## config.mk

```make
export PLATFORM = sky130hd
export DESIGN_NAME = sdram_init_responder_flat
export DESIGN_NICKNAME = d
export VERILOG_FILES = /design/src/rtl/sdram_init_responder_if.sv /design/src/rtl/sdram_init_responder.sv /design/src/flat_wrapper.sv
export SDC_FILE = /design/constraint.sdc
export NUM_CORES = 1
export LEC_CHECK = 0
export ABC_AREA = 1
export CAP_MARGIN = 40
export CORE_MARGIN = 5
export CORE_UTILIZATION = 54
export CTS_BUF_LIST = sky130_fd_sc_hd__clkbuf_16
export CTS_CLUSTER_SIZE = 28
export DETAILED_ROUTE_END_ITERATION = 8
export GPL_ROUTABILITY_DRIVEN = 0
export MAX_ROUTING_LAYER = met4
export PLACE_DENSITY = 0.8
export REMOVE_ABC_BUFFERS = 1
export SLEW_MARGIN = 20
export SYNTH_ARGS = -nofsm -noshare
export SYNTH_HDL_FRONTEND = slang
export SYNTH_SLANG_ARGS = --single-unit
export TNS_END_PERCENT = 1
```

## constraint.sdc

```tcl
create_clock -name iclk -period 2.5 [get_ports iclk]
set_clock_uncertainty 0.1 [all_clocks]
set_input_delay 0.625 -clock iclk [delete_from_list [all_inputs] [get_ports iclk]]
set_output_delay 0.625 -clock iclk [all_outputs]
set_load 0.05 [all_outputs]
```

## src/rtl/sdram_init_responder_if.sv

```systemverilog
// rtl/sdram_init_responder_if.sv - SDRAM command pins and init-status outputs bundle
interface sdram_init_responder_if;
  logic        DRAM_CKE;
  logic        DRAM_CS_N;
  logic        DRAM_RAS_N;
  logic        DRAM_CAS_N;
  logic        DRAM_WE_N;
  logic [1:0]  DRAM_BA;
  logic [12:0] DRAM_ADDR;
  logic        oready;
  logic        oerr;
  logic [2:0]  oerr_code;
  logic [12:0] omode;
  logic [3:0]  orefcnt;

  modport master (
    output DRAM_CKE, DRAM_CS_N, DRAM_RAS_N, DRAM_CAS_N, DRAM_WE_N, DRAM_BA, DRAM_ADDR,
    input  oready, oerr, oerr_code, omode, orefcnt
  );

  modport slave (
    input  DRAM_CKE, DRAM_CS_N, DRAM_RAS_N, DRAM_CAS_N, DRAM_WE_N, DRAM_BA, DRAM_ADDR,
    output oready, oerr, oerr_code, omode, orefcnt
  );
endinterface

```

## src/rtl/sdram_init_responder.sv

```systemverilog
// rtl/sdram_init_responder.sv - SDRAM power-up/init sequence checker; SDRAM_INIT_MODE_CHECK_EN enables mode-word validation
module sdram_init_responder #(
  parameter int PWRUP_CYC = 20000,
  parameter int NREF      = 8,
  parameter int TRP       = 2,
  parameter int TRFC      = 7,
  parameter int TMRD      = 2
) (
  input logic                  iclk,
  input logic                  ireset,
  sdram_init_responder_if.slave bus
);

  localparam logic [15:0] PWRUP_W = 16'(PWRUP_CYC);
  localparam logic [4:0]  NREF_W  = 5'(NREF);
  localparam logic [7:0]  TRP_W   = 8'(TRP);
  localparam logic [7:0]  TRFC_W  = 8'(TRFC);
  localparam logic [7:0]  TMRD_W  = 8'(TMRD);

  typedef enum logic [3:0] {
    S_PWRUP, S_WAIT_PRE, S_T_RP, S_WAIT_REF, S_T_RFC,
    S_WAIT_MRS, S_T_MRD, S_READY, S_ERROR
  } state_t;

  typedef enum logic [2:0] {CMD_NOP, CMD_PRE, CMD_REF, CMD_LMR, CMD_OTHER} cmd_t;

  state_t      state_q, state_d;
  logic [15:0] pwr_cnt_q, pwr_cnt_d;
  logic [7:0]  gap_q, gap_d;
  logic [3:0]  refcnt_q, refcnt_d;
  logic [12:0] mode_q, mode_d;
  logic [2:0]  err_code_q, err_code_d;

  cmd_t       cmd;
  logic [2:0] rcw;
  logic [3:0] refcnt_inc;
  logic       e1, e2, e3, e4, e5;
  logic [2:0] err_sel;

  assign rcw        = {bus.DRAM_RAS_N, bus.DRAM_CAS_N, bus.DRAM_WE_N};
  assign refcnt_inc = (refcnt_q == 4'hF) ? refcnt_q : refcnt_q + 4'd1;

  always_comb begin
    cmd = CMD_OTHER;
    if (bus.DRAM_CS_N || rcw == 3'b111) begin
      cmd = CMD_NOP;
    end else begin
      case (rcw)
        3'b010:  cmd = CMD_PRE;
        3'b001:  cmd = CMD_REF;
        3'b000:  cmd = CMD_LMR;
        default: cmd = CMD_OTHER;
      endcase
    end
  end

`ifdef SDRAM_INIT_MODE_CHECK_EN
  logic mode_ok;
  always_comb begin
    mode_ok = (bus.DRAM_ADDR[2:0] inside {3'd0, 3'd1, 3'd2, 3'd3, 3'd7})
           && (bus.DRAM_ADDR[6:4] inside {3'd2, 3'd3})
           && (bus.DRAM_ADDR[8:7] == 2'b00);
  end
`endif

  always_comb begin
    state_d    = state_q;
    pwr_cnt_d  = pwr_cnt_q;
    gap_d      = gap_q;
    refcnt_d   = refcnt_q;
    mode_d     = mode_q;
    err_code_d = err_code_q;
    e1 = 1'b0; e2 = 1'b0; e3 = 1'b0; e4 = 1'b0; e5 = 1'b0;
    err_sel = 3'd0;

    case (state_q)
      S_PWRUP: begin
        if (cmd != CMD_NOP) begin
          e1 = 1'b1;
        end else if (!bus.DRAM_CKE) begin
          pwr_cnt_d = 16'd0;
        end else begin
          pwr_cnt_d = pwr_cnt_q + 16'd1;
          if (pwr_cnt_d == PWRUP_W) state_d = S_WAIT_PRE;
        end
      end
      S_WAIT_PRE: begin
        if (cmd == CMD_PRE && bus.DRAM_ADDR[10]) begin
          gap_d   = TRP_W;
          state_d = S_T_RP;
        end else if (cmd == CMD_PRE) begin
          e4 = 1'b1;
        end else if (cmd != CMD_NOP) begin
          e2 = 1'b1;
        end
      end
      S_WAIT_REF: begin
        if (cmd == CMD_REF) begin
          refcnt_d = refcnt_inc;
          gap_d    = TRFC_W;
          state_d  = S_T_RFC;
        end else if (cmd == CMD_PRE && bus.DRAM_ADDR[10] && refcnt_q == 4'd0) begin
          gap_d   = TRP_W;
          state_d = S_T_RP;
        end else if (cmd != CMD_NOP) begin
          e2 = 1'b1;
        end
      end
      S_WAIT_MRS: begin
        if (cmd == CMD_LMR && bus.DRAM_BA == 2'b00) begin
          mode_d  = bus.DRAM_ADDR;
          gap_d   = TMRD_W;
          state_d = S_T_MRD;
`ifdef SDRAM_INIT_MODE_CHECK_EN
          if (!mode_ok) e5 = 1'b1;
`endif
        end else if (cmd == CMD_REF) begin
          refcnt_d = refcnt_inc;
          gap_d    = TRFC_W;
          state_d  = S_T_RFC;
        end else if (cmd != CMD_NOP) begin
          e2 = 1'b1;
        end
      end
      S_T_RP, S_T_RFC, S_T_MRD: begin
        if (cmd != CMD_NOP) begin
          e3 = 1'b1;
        end else begin
          gap_d = gap_q - 8'd1;
          if (gap_d == 8'd0) begin
            if (state_q == S_T_RP)                     state_d = S_WAIT_REF;
            else if (state_q == S_T_MRD)               state_d = S_READY;
            else if ({1'b0, refcnt_q} < NREF_W)        state_d = S_WAIT_REF;
            else                                       state_d = S_WAIT_MRS;
          end
        end
      end
      S_READY: begin
        if (cmd == CMD_LMR) mode_d = bus.DRAM_ADDR;
      end
      default: ;
    endcase

    // Clock-enable must stay high for the whole checked part of the sequence.
    if (!bus.DRAM_CKE && state_q != S_PWRUP && state_q != S_READY && state_q != S_ERROR)
      e2 = 1'b1;

    if (e1)      err_sel = 3'd1;
    else if (e4) err_sel = 3'd4;
    else if (e3) err_sel = 3'd3;
    else if (e2) err_sel = 3'd2;
    else if (e5) err_sel = 3'd5;

    if (err_sel != 3'd0) begin
      state_d    = S_ERROR;
      err_code_d = err_sel;
      pwr_cnt_d  = pwr_cnt_q;
      gap_d      = gap_q;
      refcnt_d   = refcnt_q;
      if (err_sel != 3'd5) mode_d = mode_q;
    end
  end

  always_ff @(posedge iclk or posedge ireset) begin
    if (ireset) begin
      state_q    <= S_PWRUP;
      pwr_cnt_q  <= 16'd0;
      gap_q      <= 8'd0;
      refcnt_q   <= 4'd0;
      mode_q     <= 13'd0;
      err_code_q <= 3'd0;
    end else begin
      state_q    <= state_d;
      pwr_cnt_q  <= pwr_cnt_d;
      gap_q      <= gap_d;
      refcnt_q   <= refcnt_d;
      mode_q     <= mode_d;
      err_code_q <= err_code_d;
    end
  end

  assign bus.oready    = (state_q == S_READY);
  assign bus.oerr      = (state_q == S_ERROR);
  assign bus.oerr_code = err_code_q;
  assign bus.omode     = mode_q;
  assign bus.orefcnt   = refcnt_q;

endmodule

```

## src/flat_wrapper.sv

```systemverilog
// flat-port wrapper written by rule: the top's interface ports become plain ports
module sdram_init_responder_flat 
#(
  parameter int PWRUP_CYC = 20000,
  parameter int NREF      = 8,
  parameter int TRP       = 2,
  parameter int TRFC      = 7,
  parameter int TMRD      = 2
)
  (iclk, ireset, bus_DRAM_CKE, bus_DRAM_CS_N, bus_DRAM_RAS_N, bus_DRAM_CAS_N, bus_DRAM_WE_N, bus_DRAM_BA, bus_DRAM_ADDR, bus_oready, bus_oerr, bus_oerr_code, bus_omode, bus_orefcnt);
  sdram_init_responder_if bus_i ();
  input logic iclk;
  input logic ireset;
  input wire logic [$bits(bus_i.DRAM_CKE)-1:0] bus_DRAM_CKE;
  input wire logic [$bits(bus_i.DRAM_CS_N)-1:0] bus_DRAM_CS_N;
  input wire logic [$bits(bus_i.DRAM_RAS_N)-1:0] bus_DRAM_RAS_N;
  input wire logic [$bits(bus_i.DRAM_CAS_N)-1:0] bus_DRAM_CAS_N;
  input wire logic [$bits(bus_i.DRAM_WE_N)-1:0] bus_DRAM_WE_N;
  input wire logic [$bits(bus_i.DRAM_BA)-1:0] bus_DRAM_BA;
  input wire logic [$bits(bus_i.DRAM_ADDR)-1:0] bus_DRAM_ADDR;
  output wire logic [$bits(bus_i.oready)-1:0] bus_oready;
  output wire logic [$bits(bus_i.oerr)-1:0] bus_oerr;
  output wire logic [$bits(bus_i.oerr_code)-1:0] bus_oerr_code;
  output wire logic [$bits(bus_i.omode)-1:0] bus_omode;
  output wire logic [$bits(bus_i.orefcnt)-1:0] bus_orefcnt;
  assign bus_i.DRAM_CKE = bus_DRAM_CKE;
  assign bus_i.DRAM_CS_N = bus_DRAM_CS_N;
  assign bus_i.DRAM_RAS_N = bus_DRAM_RAS_N;
  assign bus_i.DRAM_CAS_N = bus_DRAM_CAS_N;
  assign bus_i.DRAM_WE_N = bus_DRAM_WE_N;
  assign bus_i.DRAM_BA = bus_DRAM_BA;
  assign bus_i.DRAM_ADDR = bus_DRAM_ADDR;
  assign bus_oready = bus_i.oready;
  assign bus_oerr = bus_i.oerr;
  assign bus_oerr_code = bus_i.oerr_code;
  assign bus_omode = bus_i.omode;
  assign bus_orefcnt = bus_i.orefcnt;
  sdram_init_responder #(.PWRUP_CYC(PWRUP_CYC), .NREF(NREF), .TRP(TRP), .TRFC(TRFC), .TMRD(TMRD)) u_core (.iclk(iclk), .ireset(ireset), .bus(bus_i));
endmodule
```

# --- Word level (Yosys, flattened, before mapping) ---
# Index checks and enable logic that the tools add are counted.
totals:
  regBits: 48
  inputBits: 22
  out_inout_bits: 22
  elab_cells: 121
classes:
  n_addsub: 3
  n_lt_le_gt_ge: 1
  n_eq_ne: 33
  mux: 52
  n_bitwise: 2
  n_reduce_logical: 24
op_table:
  columns: ["cell", "count"]
  rows:
  - ["$mux W4", 16]
  - ["$mux W13", 4]
  - ["$mux W8", 6]
  - ["$pmux W8 S4", 1]
  - ["$pmux W13 S2", 1]
  - ["$pmux W4 S5", 1]
  - ["$add A16 B1 Y16 const B", 1]
  - ["$eq A16 B15 Y1 const B", 1]
  - ["$eq A4 B3 Y1 const B", 4]
  - ["$mux W16", 1]
  - ["$mux W3", 5]
  - ["$ne A3 B1 Y1 const B", 5]
  - ["$mux W1", 13]
  - ["$eq A3 B2 Y1 const B", 3]
  - ["$ne A3 B3 Y1 const B", 3]
  - ["$pmux W3 S3", 1]
  - ["$reduce_and A9 Y1", 1]
  - ["$eq A4 B2 Y1 const B", 2]
  - ["$eq A4 B4 Y1 const B", 2]
  - ["$logic_not A4 Y1", 2]
  - ["$logic_not A8 Y1", 1]
  - ["$ne A4 B1 Y1 const B", 2]
  - ["$pmux W4 S2", 1]
  - ["$reduce_bool A4 Y1", 2]
  - ["25 further kinds", 36]

# --- Logic depth before layout (Yosys ltp) ---
depth:
  ltp_word: 17
  ltp_mapped: 15
  depth_no_buf: 15

# --- Least setup slack after synthesis ---
# No wires, ideal clock.
synth_path:
  path_kind: "flip-flop to flip-flop"
  from: "register u_core.state_q[1]"
  to: "register u_core.mode_q[0] (netlist: u_core.bus.omode[0])"
  setup_time_ns: 0.121
  arrival_time_ns: 2.016
  required_ns: 2.279
  setup_slack_ns: 0.262
  stages_incl_launch_ff: 7
  path_buffers: 1
  period_less_slack_ns: 2.238
  cell_sequence: "dfrtp_1 -> nand2_1 -> nor2_1 -> nand2_1 -> a21oi_4 -> buf_6 -> o21ai_1"
synth_via:
  word_cells_on_any_way: 30
  cone_classes: "eq/ne (11); mux (12); reduce/logical (7)"
synth_rtl:
  columns: ["item", "line_no", "source"]
  rows:
  - ["start, declared", "sdram_init_responder.sv:27", "state_t state_q, state_d;"]
  - ["start signal, assigned", "sdram_init_responder.sv:173", "state_q <= state_d;"]
  - ["$eq A4 B3 Y1 *", null, null]
  - ["named net bus_oready", "flat_wrapper.sv:21", "output wire logic [$bits(bus_i.oready)-1:0] bus_oready;"]
  - ["$pmux W13 S2 *", "sdram_init_responder.sv:76", "case (state_q)"]
  - ["$mux W13", "sdram_init_responder.sv:160", "if (err_sel != 3'd5) mode_d = mode_q;"]
  - ["$mux W13 *", "sdram_init_responder.sv:154", "if (err_sel != 3'd0) begin"]
  - ["end signal, assigned", "sdram_init_responder.sv:177", "mode_q <= mode_d;"]
  - ["end, declared", "sdram_init_responder.sv:31", "logic [12:0] mode_q, mode_d;"]
# The timed path passes the listed nets; every way through them passes the cells marked *. The select of a mux whose other input is x is not followed.
# A chain may end at the register's enable or synchronous reset.

# --- Final worst setup path ---
layout_path:
  from: "register u_core.refcnt_q[2] (netlist: u_core.bus.orefcnt[2])"
  to: "output bus_orefcnt[2]"
layout_rtl:
  columns: ["item", "line_no", "source"]
  rows:
  - ["start, declared", "sdram_init_responder.sv:30", "logic [3:0] refcnt_q, refcnt_d;"]
  - ["start signal, assigned", "sdram_init_responder.sv:176", "refcnt_q <= refcnt_d;"]
  - ["end, declared", "flat_wrapper.sv:25", "output wire logic [$bits(bus_i.orefcnt)-1:0] bus_orefcnt;"]
# No word-level cell between the ends.

==> qor.yml <==
power:
  peakVddDrop_v: 0.0002503
  p_per_area_nw_per_um2: 431.7
  power.total_mw: 1.681
  p_leak_nw: 1.915
timing:
  finalCritPeriodShare_pct: 92.16
  whs_ns: 0.3823
  slew-limit-headroom_pct: 65.64
  fmax_mhz: 434.0
  fin_tns_setup_ns: 0
  drv_slew: 0
  period_minus_slack_ns: 2.304
  setup_viol_count_final: 0
  worstMarginPinSlew_ns: 0.5139
  hold_viol: 0
yosys:
  ys_seq_elements: 48
  syn_area_per_cell_um2: 7.476
  synth.yosys.seq_area_share_pct: 40.57
  ys_types: 36
  yosys_warnings: 0
  synth_async_sr_flop_share_pct: 100.0
  synth_area_um2: 2960
  synth_cells: 396
  synth-edff-count: 0
  synth_flop_cell: "dfrtp_1"
setup_path:
  critPathTopFamily: "buffers and inverters"
  critPathKind: "reg -> out"
  crit_fanout: 6
  start_kind: "register"
  rr_worst_depth: 10
  path_cells: "clkdlybuf4s50_1"
  crit_slowest_cell: "clkdlybuf4s50_1"
  reg2reg_from: "u_core.state_q[1]$_DFFE_PP0P_"
  cpPeakStageDelay_ns: 0.84
  rrSetupSlack_ns: 0.20
  cp_data_required_time_ns: 1.77
  r2r_end: "u_core.state_q[0]$_DFFE_PP0P_"
  arrival_ns: 1.58
  crit_path_end_kind: "output port"
  worst-path-buf-inv: 1
global_routing:
  grt_max_degree: 49
  grt-ovfl-total: 0
  grt_pass1_wl_mm: 11.55
  grt_usage_pct: 20.10
  grt_pass1_vias: 2627
  antenna_found_initial: 0
clock_network:
  cts_buffer_depth: 2
  clk_latency_ns: 0.29
  cts_tree: "built"
  ctsRootBufferMaster: "clkbuf_16"
  clkSinkCount: 48
  htree_levels: 2
  cts_inserted_buffers: 5
  clkTransAtPathRegs_ns: 0.07
routing:
  ant_nets: 0
  drc: 0
  wl_mm: 6.825
  drt_iter0_drc: 237
  viasPerCell: 5.238
  routedWlPerCell_um: 12.78
  vias: 2797
  drtPass1Iterations: 4
layout:
  layout-drive-gt1-share_pct: 15.37
  layout_common_cells: "nand2_1, inv_1, dfrtp_1, clkdlybuf4s50_1, nor2_1"
  nFillCells: 412
  antenna_cells: 0
  nets: 488
  syn2layout_area_growth_pct: 31.53
  final_common_cell: "nand2_1"
  regArea_um2: 1201
  multi_input_area_um2: 1495
die:
  fp.dieH_um: 84.04
  die_x_um: 84.04
  die-area_um2: 7063
  rows: 27
  io_pins: 44
  initial_core_util_pct: 54.77
  coreArea_um2: 5405
hold_path:
  hold-path-endpoint: "u_core.bus.oerr_code[2]$_DFFE_PP0P_"
  hp-start: "u_core.bus.oerr_code[2]$_DFFE_PP0P_"
  min_path_cells: 2
  min_path_type: "reg -> reg"
place:
  dp_hpwl_mm: 4.866
  portBuffers: 43
status:
  status: "finished clean"
job:
  cap_violations: 0
-- final cells by class --
class	instances	area share [%]
inverter	63	6.073
tap	72	2.314
timing repair buffer	66	17.96
sequential	48	30.85
clock inverter	3	1.189
clock buffer	5	3.213
multi-input combinational	277	38.40
-- Yosys cell counts (2+ instances only) --
| library cell | instances | share of area, % |
|---|---|---|
| buf_6 | 3 | 1.1 |
| nand3_1 | 29 | 4.9 |
| inv_1 | 61 | 7.7 |
| nor2_2 | 6 | 1.3 |
| o31ai_1 | 3 | 0.76 |
| o211ai_1 | 2 | 0.51 |
| xor2_1 | 9 | 2.7 |
| dfrtp_1 | 48 | 41 |
| nor2_1 | 35 | 4.4 |
| o21ai_2 | 15 | 4.4 |
| xnor2_1 | 3 | 0.89 |
| o21ai_1 | 8 | 1.4 |
| nand4_1 | 18 | 3.8 |
| nand2_2 | 4 | 0.85 |
| a21oi_1 | 4 | 0.68 |
| ha_1 | 5 | 2.1 |
| clkbuf_1 | 4 | 0.51 |
| o21ai_0 | 19 | 3.2 |
| nand2_1 | 100 | 13 |
| nor3_1 | 4 | 0.68 |
-- metal layers --
layer  GRT usage, %  routed length, µm
met2          32.14               3142
met1          26.42               3191
met3          3.554                362
met4          5.263                128
met5              -                  0
-- registers in the layout, indices dropped and copies added (netlist names) --
| signal | cells |
|---|---|
| u_core.state_q | 4 |
| u_core.bus.omode | 13 |
| u_core.bus.oerr_code | 3 |
| u_core.bus.orefcnt | 4 |
| u_core.pwr_cnt_q | 16 |
| u_core.gap_q | 8 |
-- worst max path at each step --
stage / start / slack (ns) / depth (start not counted) / end
after detailed placement: bus_DRAM_RAS_N / -0.15 / 13 / u_core.gap_q[4]$_DFFE_PP0P_
final: u_core.bus.orefcnt[2]$_DFFE_PP0P_ / 0.20 / 1 / bus_orefcnt[2]
after CTS: bus_DRAM_RAS_N / 0.14 / 13 / u_core.gap_q[4]$_DFFE_PP0P_
after global routing: u_core.state_q[1]$_DFFE_PP0P_ / -0.03 / 10 / u_core.state_q[0]$_DFFE_PP0P_
after global placement: bus_DRAM_RAS_N / -0.09 / 13 / u_core.bus.orefcnt[2]$_DFFE_PP0P_
after floorplan: u_core.state_q[1]$_DFFE_PP0P_ / 0.1 / 6 / u_core.bus.omode[10]$_DFFE_PP0P_
-- power breakdown --
group | switching [mW] | internal [mW]
sequential | 0.00527 | 0.782
combinational | 0.0628 | 0.0582
clock | 0.297 | 0.475
-- logic make-up after synthesis --
group	share of synthesized area [%]
xor+xnor	3.551
fa+ha+maj	2.113
simple gates	31.15
flops	40.57
compound gates	12.81
buf+inv	9.805
-- per-stage QoR --
stage / cells / cell area (µm²) / setup slack [ns] / util, %
global placement: 520 / 3600 / -0.08987 / 66.60
detailed placement: 520 / 3600 / -0.1520 / 66.60
CTS: 528 / 3771 / 0.1433 / 69.77
floorplan: 388 / 2907 / 0.09506 / -
finish: 534 / 3894 / 0.1960 / 72.04
global route: 534 / 3894 / -0.03409 / 72.04
-- repair_timing --
| action | CTS | global route |
|---|---|---|
| setup buffers | 0 | 3 |
| hold buffers | 0 | 0 |
| setup endpoints to repair | 0 | 28 |
| resized for setup | 0 | 14 |
(Power assumes the default switching activity.)
